**config.mk**
```make
export PLATFORM = sky130hd
export DESIGN_NAME = sram_arbiter_flat
export DESIGN_NICKNAME = d
export VERILOG_FILES = /design/src/rtl/sram_arbiter_if.sv /design/src/rtl/sram_arbiter.sv /design/src/flat_wrapper.sv
export SDC_FILE = /design/constraint.sdc
export NUM_CORES = 1
export LEC_CHECK = 0
export CORE_AREA = 2 2 107 109
export CTS_BUF_LIST = sky130_fd_sc_hd__clkbuf_4
export DETAILED_ROUTE_END_ITERATION = 10
export DIE_AREA = 0 0 109 111
export GPL_ROUTABILITY_DRIVEN = 0
export GPL_TIMING_DRIVEN = 1
export SYNTH_ARGS = -nofsm -noshare
export SYNTH_HDL_FRONTEND = slang
export SYNTH_SLANG_ARGS = --single-unit
```
**constraint.sdc**
```tcl
create_clock -name clk -period 4.67 [get_ports clk]
set_input_delay 0.934 -clock clk [delete_from_list [all_inputs] [get_ports clk]]
set_output_delay 0.934 -clock clk [all_outputs]
set_load 0.005 [all_outputs]
```
**src/rtl/sram_arbiter_if.sv**
```systemverilog
// Bundle of the fetch port, the load/store port and the shared SRAM port.
// The arbiter takes the slave view; requesters and the SRAM model take the master view.
interface sram_arbiter_if;
  logic        inst_req;
  logic [31:0] inst_addr;
  logic        inst_addr_ok;
  logic        inst_data_ok;
  logic [31:0] inst_rdata;

  logic        data_req;
  logic [3:0]  data_wen;
  logic [31:0] data_addr;
  logic [31:0] data_wdata;
  logic        data_addr_ok;
  logic        data_data_ok;
  logic [31:0] data_rdata;

  logic        sram_en;
  logic [3:0]  sram_wen;
  logic [31:0] sram_addr;
  logic [31:0] sram_wdata;
  logic [31:0] sram_rdata;

  modport slave (
    input  inst_req, inst_addr, data_req, data_wen, data_addr, data_wdata, sram_rdata,
    output inst_addr_ok, inst_data_ok, inst_rdata,
    output data_addr_ok, data_data_ok, data_rdata,
    output sram_en, sram_wen, sram_addr, sram_wdata
  );

  modport master (
    output inst_req, inst_addr, data_req, data_wen, data_addr, data_wdata, sram_rdata,
    input  inst_addr_ok, inst_data_ok, inst_rdata,
    input  data_addr_ok, data_data_ok, data_rdata,
    input  sram_en, sram_wen, sram_addr, sram_wdata
  );
endinterface

```
**src/rtl/sram_arbiter.sv**
```systemverilog
// Fetch/load-store arbiter for one single-port SRAM with 1-cycle read latency.
// Data side has priority; a saturating counter forces a fetch grant after STARVE_MAX data wins.
module sram_arbiter #(
  parameter int STARVE_MAX = 4  // must fit the 3-bit starvation counter (<= 7)
) (
  input  logic           clk,
  input  logic           rst,
  sram_arbiter_if.slave  bus
);

  typedef enum logic [1:0] {
    RESP_NONE = 2'd0,
    RESP_INST = 2'd1,
    RESP_DATA = 2'd2
  } resp_t;

  localparam logic [2:0] STARVE_LIM = 3'(STARVE_MAX);

  resp_t      resp_q, resp_next;
  logic [2:0] starve_cnt, starve_cnt_next;
  logic       grant_inst, grant_data;

  always_ff @(posedge clk) begin
    if (rst) begin
      resp_q     <= RESP_NONE;
      starve_cnt <= 3'd0;
    end else begin
      resp_q     <= resp_next;
      starve_cnt <= starve_cnt_next;
    end
  end

  always_comb begin
    grant_inst        = 1'b0;
    grant_data        = 1'b0;
    resp_next         = RESP_NONE;
    starve_cnt_next   = starve_cnt;
    bus.inst_addr_ok  = 1'b0;
    bus.data_addr_ok  = 1'b0;
    bus.inst_data_ok  = 1'b0;
    bus.inst_rdata    = 32'd0;
    bus.data_data_ok  = 1'b0;
    bus.data_rdata    = 32'd0;
    bus.sram_en       = 1'b0;
    bus.sram_wen      = 4'b0000;
    bus.sram_addr     = 32'd0;
    bus.sram_wdata    = 32'd0;

    // Grants are suppressed in reset so nothing reaches the SRAM
    if (!rst) begin
      if (bus.inst_req && (!bus.data_req || starve_cnt == STARVE_LIM)) begin
        grant_inst = 1'b1;
      end else if (bus.data_req) begin
        grant_data = 1'b1;
      end
    end

    if (grant_inst) begin
      resp_next        = RESP_INST;
      bus.inst_addr_ok = 1'b1;
      bus.sram_en      = 1'b1;
      bus.sram_addr    = bus.inst_addr;
    end else if (grant_data) begin
      resp_next        = RESP_DATA;
      bus.data_addr_ok = 1'b1;
      bus.sram_en      = 1'b1;
      bus.sram_wen     = bus.data_wen;
      bus.sram_addr    = bus.data_addr;
      bus.sram_wdata   = bus.data_wdata;
    end

    // Counts only data wins that actually held a fetch off
    if (!bus.inst_req || grant_inst) begin
      starve_cnt_next = 3'd0;
    end else if (grant_data && starve_cnt != STARVE_LIM) begin
      starve_cnt_next = starve_cnt + 3'd1;
    end

    // A response still owned when reset hits must not be reported
    if (!rst) begin
      case (resp_q)
        RESP_INST: begin
          bus.inst_data_ok = 1'b1;
          bus.inst_rdata   = bus.sram_rdata;
        end
        RESP_DATA: begin
          bus.data_data_ok = 1'b1;
          bus.data_rdata   = bus.sram_rdata;
        end
        default: ;
      endcase
    end
  end

endmodule

```
**src/flat_wrapper.sv**
```systemverilog
// flat-port wrapper written by rule: the top's interface ports become plain ports
module sram_arbiter_flat 
#(
  parameter int STARVE_MAX = 4                                                 
)
  (clk, rst, bus_inst_req, bus_inst_addr, bus_data_req, bus_data_wen, bus_data_addr, bus_data_wdata, bus_sram_rdata, bus_inst_addr_ok, bus_inst_data_ok, bus_inst_rdata, bus_data_addr_ok, bus_data_data_ok, bus_data_rdata, bus_sram_en, bus_sram_wen, bus_sram_addr, bus_sram_wdata);
  sram_arbiter_if bus_i ();
  input  logic clk;
  input  logic rst;
  input wire logic [$bits(bus_i.inst_req)-1:0] bus_inst_req;
  input wire logic [$bits(bus_i.inst_addr)-1:0] bus_inst_addr;
  input wire logic [$bits(bus_i.data_req)-1:0] bus_data_req;
  input wire logic [$bits(bus_i.data_wen)-1:0] bus_data_wen;
  input wire logic [$bits(bus_i.data_addr)-1:0] bus_data_addr;
  input wire logic [$bits(bus_i.data_wdata)-1:0] bus_data_wdata;
  input wire logic [$bits(bus_i.sram_rdata)-1:0] bus_sram_rdata;
  output wire logic [$bits(bus_i.inst_addr_ok)-1:0] bus_inst_addr_ok;
  output wire logic [$bits(bus_i.inst_data_ok)-1:0] bus_inst_data_ok;
  output wire logic [$bits(bus_i.inst_rdata)-1:0] bus_inst_rdata;
  output wire logic [$bits(bus_i.data_addr_ok)-1:0] bus_data_addr_ok;
  output wire logic [$bits(bus_i.data_data_ok)-1:0] bus_data_data_ok;
  output wire logic [$bits(bus_i.data_rdata)-1:0] bus_data_rdata;
  output wire logic [$bits(bus_i.sram_en)-1:0] bus_sram_en;
  output wire logic [$bits(bus_i.sram_wen)-1:0] bus_sram_wen;
  output wire logic [$bits(bus_i.sram_addr)-1:0] bus_sram_addr;
  output wire logic [$bits(bus_i.sram_wdata)-1:0] bus_sram_wdata;
  assign bus_i.inst_req = bus_inst_req;
  assign bus_i.inst_addr = bus_inst_addr;
  assign bus_i.data_req = bus_data_req;
  assign bus_i.data_wen = bus_data_wen;
  assign bus_i.data_addr = bus_data_addr;
  assign bus_i.data_wdata = bus_data_wdata;
  assign bus_i.sram_rdata = bus_sram_rdata;
  assign bus_inst_addr_ok = bus_i.inst_addr_ok;
  assign bus_inst_data_ok = bus_i.inst_data_ok;
  assign bus_inst_rdata = bus_i.inst_rdata;
  assign bus_data_addr_ok = bus_i.data_addr_ok;
  assign bus_data_data_ok = bus_i.data_data_ok;
  assign bus_data_rdata = bus_i.data_rdata;
  assign bus_sram_en = bus_i.sram_en;
  assign bus_sram_wen = bus_i.sram_wen;
  assign bus_sram_addr = bus_i.sram_addr;
  assign bus_sram_wdata = bus_i.sram_wdata;
  sram_arbiter #(.STARVE_MAX(STARVE_MAX)) u_core (.clk(clk), .rst(rst), .bus(bus_i));
endmodule
```
==> metrics.md, run 1 <==
| Metric | Value |
|---|---|
| Outcome | `completed` |
| WL met2 | `4190 microns` |
| Clock Pin Slew Worst Setup and Hold Paths | `40 ps` |
| Setup TNS | `0 ps` |
| CP Data Arrival Time | `3010 ps` |
| CP required | `3740 ps` |
| Register area share after synthesis | `7.97%` |
| Nets | `577` |
| DIE AREA | `12,100 sq um` |
| Clk_lat worst skew | `250 ps` |
| I/O pin cnt | `273` |
| Largest net degree at the start of global routing | `70` |
| Hold path startpoint | `u_core.starve_cnt[0]` |
| Syn_nets | `312` |
| TritonCTS clock tree | `built` |
| Final period utilization | `84.4%` |
| Slew margin rel. | `77.3%` |
| Clk_skew | `2.13 ps` |
| RSZ-0062 raised after global routing | `no` |
| Die Span Y | `111 microns` |
| Worst reg-to-reg path cell count | `4` |
| Hold Path End | `u_core.starve_cnt[0]` |
| Setup crit end kind | `output port` |
| Pins Over Slew Limit | `0` |
| Period minus WS final | `3940 ps` |
| Combinational share of power | `71.8%` |
| Metal-1 WL | `2800 microns` |
| Area delta synth->final | `230%` |
| Tightest Pin Transition | `340 ps` |
| Int Pwr | `275 uW` |
| Drt via density | `3.84` |
| Final WL | `7900 microns` |
| Yosys warns | `0` |
| Initial Util | `11.3%` |
| Hold Buf Count CTS | `0` |
| DR vias | `2,231` |
| CP Class | `in2out` |
| Sequential share of power | `12.3%` |
| Reg-to-reg startpoint | `u_core.starve_cnt[0]` |
| Fillers | `1,137` |
| Site row count | `39` |
| Die width | `109 microns` |
| Fin util | `37.5%` |
| CP startpoint kind | `primary input` |
| Post-CTS resize count | `0` |
| # diodes | `0` |
| P per Cell Area | `88.0 nW/um^2` |
| Max Cap Viol | `0` |
| FF-to-FF setup slack | `3540 ps` |
| Top routing layer used | `met4` |
| Initial drt markers | `107` |
| Clock root cell | `clkbuf_4` |
| Net Sw Power | `89.9 uW` |
| Max Clock Freq | `254 MHz` |
| Total global routing track utilization | `11.4%` |
| Pleak | `1.56 nW` |
| Max clock buf depth | `2` |
| Metal3 WL | `839 microns` |
| Number of global-route vias before repair | `2,121` |
| Tot Pwr | `365 uW` |
| Final ANT Viol Nets | `0` |
| Post-Syn Instances | `174` |
| Detailed Routing Iterations Pass 1 | `4` |
| Antenna violations before repair | `0` |
| Port-buffer cells | `272` |
| RR Endpoint | `u_core.starve_cnt[1]` |
| DRC viols | `0` |
| Hold_ws | `459 ps` |
| Final setup violation count | `0` |
| Synth unique cells | `21` |
| Clk pwr share | `15.9%` |
| Final hold vios | `0` |
| Core footprint | `11,100 sq um` |
| Post-Syn Area | `1260 sq um` |
| Overflow after GRT | `0` |
| Mean Syn Cell Area | `7.22 sq um` |
| DP Wirelength | `6570 microns` |
| Worst Path Max Fanout | `33` |
| H-tree lvl count | `1` |
| Sw Ratio | `24.6%` |
| Worst-case vdd ir drop | `0.0991 mV` |
| Hold Path Depth | `1` |
| Wire per inst | `13.6 microns` |
| Hold Path Class | `reg2reg` |
| Clock buffer count from CTS | `3` |
| #FFs+latches synth | `5` |
| Fraction of layout cells with a size suffix above 1 | `2.97%` |
| First-pass GRT wire length | `11,000 microns` |
| Setup Fix Bufs, Post-CTS | `0` |
| Sink Count | `5` |
==> area by class of cell <==
| cell class | instances | area (sq um) | share of cell area (%) |
|---|---|---|---|
| Clock buffer | 4 | 30.0 | 0.724 |
| Tap cell | 143 | 179 | 4.31 |
| Inverter | 3 | 11.3 | 0.271 |
| Timing Repair Buffer | 276 | 2770 | 66.6 |
| Multi-Input combinational cell | 150 | 1060 | 25.7 |
| Sequential cell | 5 | 100 | 2.41 |
==> logic make-up after synthesis <==
| family | Yosys count | share of synthesized area [%] |
|---|---|---|
| mux | 1 | 0.797 |
| flops | 5 | 7.97 |
| fa+ha+maj | 2 | 1.99 |
| simple gates | 111 | 54.6 |
| buf+inv | 19 | 8.07 |
| compound gates | 36 | 26.6 |
==> cell usage after synthesis <==
cell type / count / area [sq um]
ha_1: 2 / 25.0
a311oi_1: 1 / 8.76
a21boi_0: 1 / 7.51
and2_1: 100 / 626
dfxtp_1: 5 / 100
buf_2: 2 / 10.0
a21boi_2: 1 / 11.3
and4_1: 1 / 8.76
nor3b_1: 3 / 22.5
buf_6: 2 / 22.5
a22o_1: 32 / 280
clkbuf_1: 8 / 30.0
inv_1: 2 / 7.51
buf_4: 3 / 22.5
nor2b_1: 1 / 6.26
clkbuf_2: 1 / 5.00
a311oi_4: 1 / 26.3
nor2_1: 4 / 15.0
nand2_1: 2 / 7.51
inv_2: 1 / 3.75
mux2i_1: 1 / 10.0
==> cell usage in the layout, fill, tap and decap left out, drive strengths merged <==
| cell | count |
|---|---|
| buf | 4 |
| dfxtp | 5 |
| clkbuf | 4 |
| mux2i | 1 |
| nor3b | 3 |
| inv | 3 |
| ha | 2 |
| nor2b | 1 |
| a22o | 32 |
| a311oi | 2 |
| a21boi | 2 |
| nand2 | 2 |
| and2 | 100 |
| nor2 | 4 |
| clkdlybuf4s50 | 272 |
| and4 | 1 |
==> worst max path at each step <==
stage,slack (ps),endpoint,startpoint,depth (start not counted)
after detailed placement,690,bus_sram_addr[26],bus_inst_req,6
final,730,bus_sram_addr[30],bus_inst_req,6
after floorplan,2020,bus_sram_addr[18],bus_data_req,5
after CTS,690,bus_sram_addr[30],bus_inst_req,6
after global routing,600,bus_sram_addr[12],bus_inst_req,6
after global placement,690,bus_sram_addr[24],bus_inst_req,6
==> registers in the layout, summed over array words and instances, names as in the netlist <==
signal / count
u_core.starve_cnt: 3
u_core.resp_q: 2
==> metal layers <==
layer | vias up | global-route usage (%)
li1 | 1114 | -
met4 | 0 | 1.97
met1 | 990 | 11.6
met3 | 6 | 2.53
met2 | 121 | 22.9
met5 | - | 0
==> power by group through the flow <==
stage	logic, mW	clock network (mW)	registers, mW
floorplan	0.0594	0	0.0454
global placement	0.262	0	0.0456
detailed placement	0.263	0	0.0458
CTS	0.265	0.0604	0.0450
global route	0.280	0.0651	0.0450
finish	0.262	0.0581	0.0449
==> through the flow <==
stage	std cells	cell area, sq um	worst slack, ps
final	581	4150	727
after global routing	581	4150	598
after CTS	581	4150	686
after detailed placement	577	4120	688
after global placement	577	4120	693
after floorplan	174	1260	2020
==> worst max-delay path, stage by stage <==
cell             delay (ps)
clkdlybuf4s50_1         560
nor2b_1                 230
a21boi_2                210
buf_4                   340
a22o_1                  210
clkdlybuf4s50_1         510
(Power assumes the default switching activity.)
==> run 2, diff against run 1 <==
Settings changed: CORE_AREA 2 2 107 109 to 2 2 106 108, DIE_AREA 0 0 109 111 to 0 0 108 110.
Clock period 4.67 ns to 3.6 ns, I/O delays scaled along.
==> metrics.md, run 2 (synthesized netlist as in run 1, its figures left out) <==
| Metric | Value |
|---|---|
| Die width | `108 microns (-0.92%)` |
| Fraction of layout cells with a size suffix above 1 | `3.19% (+0.22 points)` |
| DP Wirelength | `6980 microns (+6.4%)` |
| Final ANT Viol Nets | `0 (unchanged)` |
| Drt via density | `3.85 (+0.39%)` |
| WP buf/inv | `3 (unchanged)` |
| Detailed Routing Iterations Pass 1 | `4 (unchanged)` |
| Pins Over Slew Limit | `0 (unchanged)` |
| Most frequent cells in the layout | `272 x clkdlybuf4s50_1, 100 x and2_1, 32 x a22o_1` |
| Max Clock Freq | `290 MHz` |
| Hold Path Class | `reg2reg` |
| DIE AREA | `11,900 sq um (-1.8%)` |
| Hold Buf Count CTS | `0 (unchanged)` |
| Post-CTS resize count | `0 (unchanged)` |
| Fin worst setup slack | `149 ps (-579 ps)` |
| DRC viols | `0 (unchanged)` |
| CP startpoint kind | `primary input` |
| Final setup violation count | `0 (unchanged)` |
| Delay-heaviest family, CP | `buffers and inverters` |
| P per Cell Area | `114 nW/um^2 (+30%)` |
| Core footprint | `10,700 sq um (-3.4%)` |
| Crit path top cell by count | `clkdlybuf4s50_1` |
| Clk_skew | `3.09 ps (+0.965 ps)` |
| Outcome | `completed` |
| Max clock buf depth | `2 (unchanged)` |
| Setup Fix Bufs, Post-CTS | `0 (unchanged)` |
| CP max stage cell | `clkdlybuf4s50_1` |
| Pleak | `1.57 nW (+0.51%)` |
| Slew margin rel. | `79.9% (+2.6 points)` |
| Die Span Y | `110 microns (-0.90%)` |
| Overflow after GRT | `0 (unchanged)` |
| Clock buffer count from CTS | `3 (unchanged)` |
| Worst-case vdd ir drop | `0.164 mV (+65%)` |
| Wire per inst | `14.1 microns (+3.9%)` |
| Clk_lat worst skew | `240 ps (about the same)` |
| Largest net degree at the start of global routing | `70 (unchanged)` |
| DR vias | `2,232 (+0.045%)` |
| Initial Util | `11.7% (+0.40 points)` |
| Max Cap Viol | `0 (unchanged)` |
| Period minus WS final | `3450 ps` |
| Total global routing track utilization | `11.7% (+0.34 points)` |
| Fin util | `38.9% (+1.5 points)` |
| Top flop regs | `u_core.starve_cnt x3, u_core.resp_q x2` |
| Tightest Pin Transition | `301 ps (-39.5 ps)` |
| Max reg flops | `3 (unchanged)` |
| Port-buffer cells | `272 (unchanged)` |
| Reg with most FFs | `u_core.starve_cnt` |
| Nets | `578 (+0.17%)` |
| CP required | `2880 ps (-860 ps)` |
| Clock Pin Slew Worst Setup and Hold Paths | `50 ps (about the same)` |
| Area delta synth->final | `232%` |
| Fillers | `1,086 (-4.5%)` |
| Pre-CTS WS | `118 ps (-569 ps)` |
| Initial drt markers | `100 (-6.5%)` |
| Final WL | `8180 microns (+3.6%)` |
| Final hold vios | `0 (unchanged)` |
| # diodes | `0 (unchanged)` |
| Antenna violations before repair | `0 (unchanged)` |
| Setup TNS | `0 ps (unchanged)` |
| Slowest stage delay, CP | `550 ps (about the same)` |
| Worst Path Max Fanout | `33 (unchanged)` |
| Final period utilization | `95.9%` |
| Site row count | `38 (-2.6%)` |
| Setup crit end kind | `output port` |
| Number of global-route vias before repair | `2,044 (-3.6%)` |
| CP Class | `in2out` |
| RSZ-0062 raised after global routing | `no` |
| CP Data Arrival Time | `2730 ps (-280 ps)` |
| H-tree lvl count | `1 (unchanged)` |
| Sink Count | `5 (unchanged)` |
| I/O pin cnt | `273 (unchanged)` |
| Sequence of cells on the critical path | `clkdlybuf4s50_1 -> nor2b_1 -> a21boi_2 -> buf_12 -> a22o_1 -> clkdlybuf4s50_1` |
| Hold_ws | `459 ps (+0.594 ps)` |
| Clock root cell | `clkbuf_4` |
| Commonest non-fill, non-tap cell in the layout | `clkdlybuf4s50_1` |
| First-pass GRT wire length | `11,000 microns (-0.25%)` |
| TritonCTS clock tree | `built` |
| Tot Pwr | `476 uW (+30%)` |
==> run 2: changes by cell type in the layout (fill, tap and decap cells not counted), sizes merged <==
cell  previous run  this run
buf              4         5
==> run 2: worst reg2reg max path: stages (launching register included) <==
cell and delay, ps:
dfxtp_1 320, inv_1 60, ha_1 250, nand2_1 140
and4_1 230
==> run 2: layer usage <==
metal	up-vias	routed length [microns]	GRT usage [%]	share of wire, %
met4	0	97	2.11	1.2
met1	982	3020	13.1	37
met2	122	4220	22.6	52
met3	8	845	2.88	10
met5	-	0	0	0
li1	1120	-	-	-
==> run 2: final timing paths <==
path                                      startpoint                    to  slack, ps  cells after the start
worst max-delay path                             rst     bus_sram_addr[12]        150                      6
worst min register to register  u_core.starve_cnt[0]  u_core.starve_cnt[0]        460                      1
worst max register to register  u_core.starve_cnt[0]  u_core.starve_cnt[1]       2480                      4
worst min-delay path            u_core.starve_cnt[0]  u_core.starve_cnt[0]        460                      1
==> run 2: power by group <==
group	switching, mW	internal (mW)
registers	0.00101	0.0572
logic	0.0912	0.253
clock network	0.0244	0.0495
total	0.117	0.359
==> run 2: layout make-up <==
class	count	area (sq um)	area share (%)
Tap cell	140	175	4.20
Clock buffer	4	30.0	0.721
Sequential cell	5	100	2.40
Multi-Input combinational cell	150	1060	25.6
Inverter	3	11.3	0.270
Timing Repair Buffer	277	2790	66.8
==> run 2: through the flow <==
step	area, sq um	cells
5_1_grt	4170	579
2_1_floorplan	1260	174
3_5_place_dp	4140	575
6_report	4170	579
3_3_place_gp	4140	575
4_1_cts	4170	579
